--- src/rtl/regfile_mp_be_if.sv ---
// regfile_mp_be_if: write, read and bulk-clear signals of the multi-port register file.
interface regfile_mp_be_if #(
    parameter int DATA_W = 32,
    parameter int ADDR_W = 4,
    parameter int NUM_RD = 2
);
    logic                     wr_en;
    logic [ADDR_W-1:0]        wr_addr;
    logic [DATA_W-1:0]        wr_data;
    logic [DATA_W/8-1:0]      wr_be;
    logic                     wr_ready;
    logic [NUM_RD-1:0]        rd_en;
    logic [NUM_RD*ADDR_W-1:0] rd_addr;
    logic [NUM_RD*DATA_W-1:0] rd_data;
    logic [NUM_RD-1:0]        rd_valid;
    logic                     clr_req;
    logic                     busy;
    logic                     clr_done;

    modport master (
        output wr_en, wr_addr, wr_data, wr_be, rd_en, rd_addr, clr_req,
        input  wr_ready, rd_data, rd_valid, busy, clr_done
    );
    modport slave (
        input  wr_en, wr_addr, wr_data, wr_be, rd_en, rd_addr, clr_req,
        output wr_ready, rd_data, rd_valid, busy, clr_done
    );
endinterface

--- src/rtl/regfile_mp_be.sv ---
// regfile_mp_be: byte-enabled register bank with NUM_RD registered read ports,
// write-first bypass and a sequential bulk-clear engine.
module regfile_mp_be #(
    parameter int DATA_W = 32,
    parameter int DEPTH  = 16,
    parameter int ADDR_W = 4,
    parameter int NUM_RD = 2
) (
    input  logic           clk,
    input  logic           reset,
    regfile_mp_be_if.slave bus
);
    localparam int NB = DATA_W / 8;
    localparam logic [ADDR_W:0] LP_DEPTH = (ADDR_W+1)'(DEPTH);
    localparam logic [ADDR_W:0] LP_LAST  = (ADDR_W+1)'(DEPTH - 1);

    typedef enum logic [1:0] {IDLE, CLEAR, DONE} state_t;

    state_t                   r_state, w_next;
    logic [ADDR_W:0]          r_idx;
    logic [DATA_W-1:0]        r_mem [DEPTH];
    logic [NUM_RD*DATA_W-1:0] r_rd_data;
    logic [NUM_RD-1:0]        r_rd_valid;
    logic                     w_busy, w_wr_in, w_wr_acc;
    logic [ADDR_W-1:0]        w_wa, w_ra;
    logic [DATA_W-1:0]        w_merged;
    logic [DATA_W-1:0]        w_rd_next [NUM_RD];

    assign w_busy   = r_state == CLEAR;
    assign w_wr_in  = {1'b0, bus.wr_addr} < LP_DEPTH;
    assign w_wr_acc = bus.wr_en && !w_busy && w_wr_in;
    assign w_wa     = w_wr_in ? bus.wr_addr : '0;

    always_comb begin
        w_merged = r_mem[w_wa];
        for (int b = 0; b < NB; b++)
            if (bus.wr_be[b]) w_merged[8*b +: 8] = bus.wr_data[8*b +: 8];
    end

    // Write-first: an accepted write or the entry being cleared wins over stored data
    always_comb begin
        w_ra = '0;
        for (int p = 0; p < NUM_RD; p++) begin
            w_ra = bus.rd_addr[p*ADDR_W +: ADDR_W];
            w_rd_next[p] = ({1'b0, w_ra} >= LP_DEPTH) || (w_busy && r_idx[ADDR_W-1:0] == w_ra) ? '0 :
                           (w_wr_acc && w_wa == w_ra) ? w_merged : r_mem[w_ra];
        end
    end

    always_comb begin
        w_next = r_state;
        w_next = (r_state == IDLE && bus.clr_req)    ? CLEAR :
                 (r_state == CLEAR && r_idx == LP_LAST) ? DONE :
                 (r_state == DONE)                     ? IDLE : r_state;
    end

    always_ff @(posedge clk or posedge reset) begin
        if (reset) begin
            r_state <= IDLE;
            r_idx   <= '0;
        end else begin
            r_state <= w_next;
            r_idx   <= w_busy ? r_idx + 1'b1 : '0;
        end
    end

    always_ff @(posedge clk or posedge reset) begin
        if (reset) begin
            r_rd_data  <= '0;
            r_rd_valid <= '0;
            for (int k = 0; k < DEPTH; k++) r_mem[k] <= '0;
        end else begin
            r_rd_valid <= bus.rd_en;
            if (w_wr_acc) r_mem[w_wa] <= w_merged;
            if (w_busy) r_mem[r_idx[ADDR_W-1:0]] <= '0;
            for (int p = 0; p < NUM_RD; p++)
                if (bus.rd_en[p]) r_rd_data[p*DATA_W +: DATA_W] <= w_rd_next[p];
        end
    end

    assign bus.wr_ready = !w_busy;
    assign bus.busy     = w_busy;
    assign bus.clr_done = r_state == DONE;
    assign bus.rd_data  = r_rd_data;
    assign bus.rd_valid = r_rd_valid;
endmodule

--- src/flat_wrapper.sv ---
// flat-port wrapper written by rule: the top's interface ports become plain ports
module regfile_mp_be_flat 
#(
    parameter int DATA_W = 32,
    parameter int DEPTH  = 16,
    parameter int ADDR_W = 4,
    parameter int NUM_RD = 2
)
  (clk, reset, bus_wr_en, bus_wr_addr, bus_wr_data, bus_wr_be, bus_rd_en, bus_rd_addr, bus_clr_req, bus_wr_ready, bus_rd_data, bus_rd_valid, bus_busy, bus_clr_done);
  regfile_mp_be_if #(.DATA_W(DATA_W), .ADDR_W(ADDR_W), .NUM_RD(NUM_RD)) bus_i ();
  input  logic clk;
  input  logic reset;
  input wire logic [$bits(bus_i.wr_en)-1:0] bus_wr_en;
  input wire logic [$bits(bus_i.wr_addr)-1:0] bus_wr_addr;
  input wire logic [$bits(bus_i.wr_data)-1:0] bus_wr_data;
  input wire logic [$bits(bus_i.wr_be)-1:0] bus_wr_be;
  input wire logic [$bits(bus_i.rd_en)-1:0] bus_rd_en;
  input wire logic [$bits(bus_i.rd_addr)-1:0] bus_rd_addr;
  input wire logic [$bits(bus_i.clr_req)-1:0] bus_clr_req;
  output wire logic [$bits(bus_i.wr_ready)-1:0] bus_wr_ready;
  output wire logic [$bits(bus_i.rd_data)-1:0] bus_rd_data;
  output wire logic [$bits(bus_i.rd_valid)-1:0] bus_rd_valid;
  output wire logic [$bits(bus_i.busy)-1:0] bus_busy;
  output wire logic [$bits(bus_i.clr_done)-1:0] bus_clr_done;
  assign bus_i.wr_en = bus_wr_en;
  assign bus_i.wr_addr = bus_wr_addr;
  assign bus_i.wr_data = bus_wr_data;
  assign bus_i.wr_be = bus_wr_be;
  assign bus_i.rd_en = bus_rd_en;
  assign bus_i.rd_addr = bus_rd_addr;
  assign bus_i.clr_req = bus_clr_req;
  assign bus_wr_ready = bus_i.wr_ready;
  assign bus_rd_data = bus_i.rd_data;
  assign bus_rd_valid = bus_i.rd_valid;
  assign bus_busy = bus_i.busy;
  assign bus_clr_done = bus_i.clr_done;
  regfile_mp_be #(.DATA_W(DATA_W), .DEPTH(DEPTH), .ADDR_W(ADDR_W), .NUM_RD(NUM_RD)) u_core (.clk(clk), .reset(reset), .bus(bus_i));
endmodule
--- config.mk ---
export PLATFORM = sky130hd
export DESIGN_NAME = regfile_mp_be_flat
export DESIGN_NICKNAME = d
export VERILOG_FILES = /design/src/rtl/regfile_mp_be_if.sv /design/src/rtl/regfile_mp_be.sv /design/src/flat_wrapper.sv
export SDC_FILE = /design/constraint.sdc
export NUM_CORES = 2
export LEC_CHECK = 0
export BUFFER_PORTS_ARGS = -buffer_cell sky130_fd_sc_hd__buf_4
export CAP_MARGIN = 30
export CORE_MARGIN = 4
export CORE_UTILIZATION = 40
export DETAILED_ROUTE_END_ITERATION = 8
export SLEW_MARGIN = 25
export SYNTH_ARGS = -nofsm -noshare
export SYNTH_HDL_FRONTEND = slang
export SYNTH_SLANG_ARGS = --single-unit
--- constraint.sdc ---
create_clock -name clk -period 23.3 [get_ports clk]
set_input_delay 2.33 -clock clk [delete_from_list [all_inputs] [get_ports clk]]
set_output_delay 2.33 -clock clk [all_outputs]
set_load 0.1 [all_outputs]
==> metrics.yaml <==
status:
  status: "finished, final reports clean"
final_layout:
  final_nets: 2715
  n_fill_cell: 7727
  area_growth_pct: 12.5
  layout-drive-gt1-share_pct: 31.3
  fin_cells: 3854
critical_path:
  path_class: "in2reg"
  crit_start: "bus_wr_addr[3]"
  crit_path_start_kind: "primary input"
  crit_buf_inv: 3
  critical-path-top-delay-family: "buffers and inverters"
  critPathMaxStageDelay_ns: 0.85
  crit_top_cell: "buf_4"
  critPathMaxFanout: 41
  worstPathRequired_ns: 23.83
  cp.arrival_ns: 6.17
  crit_chain: "buf_4 > buf_4 > buf_4 > and3b_2 > a22oi_1 > a41oi_4 > mux2i_1 > o22ai_1"
  cp_slowest_cell: "and3b_2"
  r2r-start: "u_core.r_state[1]"
  end_kind: "flop"
timing:
  skew_ns: 0.0357
  slew_viol_final: 0
  hold_viol: 0
  period_share_pct: 24.2
  fin_crit_ns: 5.64
  slew_headroom_pct: 23.2
  setup_viol: 0
  rsz0062_at_grt: "no"
  tightest_slew_ns: 1.15
  fin_tns_setup_ns: 0
  clock.fmax_ghz: 0.177
grt:
  grt_overflow: 0
  grt_pass1_vias: 28400
  grt_antenna_before_repair: 2
  grt_max_degree: 111
  grt.total_usage_pct: 30.4
  grt_pass1_wl_mm: 201
yosys:
  synthTopCellsByArea: "dfrtp_1 42%, mux4_2 22%, a22o_1 9.9%, mux2_2 3.0%, a22oi_1 3.0%"
  synth_top_cell_by_area: "dfrtp_1"
  synth_ff_type: "dfrtp_1"
  syn_area_um2: 34600
  ys_seq_area_share_pct: 42.4
  synthTopCellsByCount: "585 x dfrtp_1, 391 x a22o_1, 331 x mux4_2, 221 x nand2_1, 166 x clkbuf_1"
  syn_inst: 2679
  synth.most_common_cell: "dfrtp_1"
  ys_types: 51
  synth_edf_count: 0
  synthesis.nets: 2738
  synth.top_cell.area_share_pct: 42.4
  ys_ff_latch: 585
  synthArstFlopShare_pct: 100
  avgSynthCellArea_um2: 12.9
  yosysWarnings: 0
floorplan:
  rows: 107
  die_x_um: 302
  pin_count: 123
  fp.coreArea_um2: 85400
  dieArea_um2: 91200
  chipHeight_um: 302
  initial_utilization_pct: 40.5
hold_path:
  min_from: "u_core.r_state[1]"
  timing.hold.worst.class: "reg2reg"
power:
  ir_worst_vdd_v: 0.0000635
  p_leak_uw: 0.0164
  p_per_area_nw_per_um2: 109
routing:
  remaining_drc_errors: 0
  vias: 27600
  drt-wirelength-per-cell_um: 36.4
  drt-pass1-iter-count: 6
  drt.antenna.violating_nets: 0
  totalWireLength_mm: 140
  routed_via_density: 7.16
  drtIter0Drc: 3570
clocking:
  clk_pin_slew_ns: 0.05
  cts_resized: 0
  cts.sinks: 585
  cts-root-buf: "clkbuf_16"
  cts-buffers-inserted: 70
  post_cts_buffers: 0
  hold_buffers: 0
  clockBufferDepth: 3
  cts_tree: "yes"
  htreeDepth: 3
  clk_latency_ns: 0.65
job:
  drv_cap: 0
place:
  portBuffers: 122
  dp_hpwl_mm: 76.3
  gp_congestion: 0.862
  dp_cells: 3722
==> cell usage in the layout (no fill, tap or decap), types with 14 or more instances in the layout <==
cell	Yosys	final
a22o_1	391	391
a22oi_1	136	125
a22oi_2	22	33
a41oi_4	20	20
buf_4	13	187
clkbuf_1	166	14
clkbuf_16	0	71
clkbuf_8	0	26
dfrtp_1	585	585
inv_1	73	72
mux2_1	34	34
mux2_2	93	93
mux2i_1	42	42
mux4_2	331	331
nand2_1	221	221
nand2b_1	14	14
nor2_1	64	49
o21ai_0	161	161
o22ai_1	64	64
==> logic make-up after synthesis <==
group,count (synthesis),share of synthesized area (%)
and+or+nand+nor,355,4.53
xor gates and xnor gates,18,0.456
DFF,585,42.4
buffers and inverters,373,5.17
AOI/OAI and AO/OA,842,20.3
muxes,501,27.0
adders and majority gates,5,0.181
==> state kept, by name (all words and copies together) (netlist names) <==
register,flops
u_core.r_state,2
u_core.bus.rd_data,64
u_core.bus.rd_valid,2
u_core.r_mem,512
u_core.r_idx,5
==> final timing paths <==
kind	to	slack, ns	cells after the start
max in group asynchronous	u_core.bus.rd_data[39]	19.48	5
worst min register to register	u_core.r_state[1]	0.51	1
worst min-delay path	u_core.r_state[1]	0.51	1
worst max-delay path	u_core.bus.rd_data[16]	17.66	8
worst max register to register	u_core.r_mem[124]	19.35	5
min in group asynchronous	u_core.bus.rd_data[29]	1.84	2
==> per-stage QoR <==
| stage | util, % | instance area, um2 | power [uW] | hold WS [ns] | setup slack, ns |
|---|---|---|---|---|---|
| floorplan | - | 34600 | 2600 | 0.464 | 4.60 |
| global placement | 42.5 | 36300 | 3000 | 0.478 | 17.23 |
| detailed placement | 42.5 | 36300 | 3050 | 0.493 | 17.20 |
| CTS | 45.4 | 38800 | 4220 | 0.505 | 17.86 |
| global route | 45.5 | 38900 | 4390 | 0.531 | 17.59 |
| finish | 45.5 | 38900 | 4240 | 0.506 | 17.66 |
==> metal layers <==
| metal | wire length [um] | share of wire [%] | GRT usage (%) | up-vias |
|---|---|---|---|---|
| met3 | 18300 | 13 | 11.0 | 536 |
| met2 | 61200 | 44 | 44.7 | 2302 |
| li1 | - | - | - | 10500 |
| met1 | 51300 | 37 | 39.1 | 14200 |
| met5 | 13 | 0.0093 | 0 | - |
| met4 | 9410 | 6.7 | 17.1 | 2 |
==> where the power goes <==
part | switching [uW] | internal, uW | leakage [uW] | total [uW]
registers | 314 | 1300 | 0.00803 | 1620
clock network | 467 | 696 | 0.00119 | 1160
logic | 857 | 607 | 0.00721 | 1460
total | 1640 | 2600 | 0.0164 | 4240
==> final cells by class <==
type	instances	area (um2)	share of cell area [%]
inverters	77	297	0.763
well taps	1144	1430	3.68
clock inverters	16	274	0.705
repair buffers	201	1660	4.26
flip-flops and latches	585	14600	37.6
clock buffers	109	2160	5.55
diodes	1	2.50	0.00644
multi-input cells	1721	18400	47.4
(Power assumes the default switching activity.)
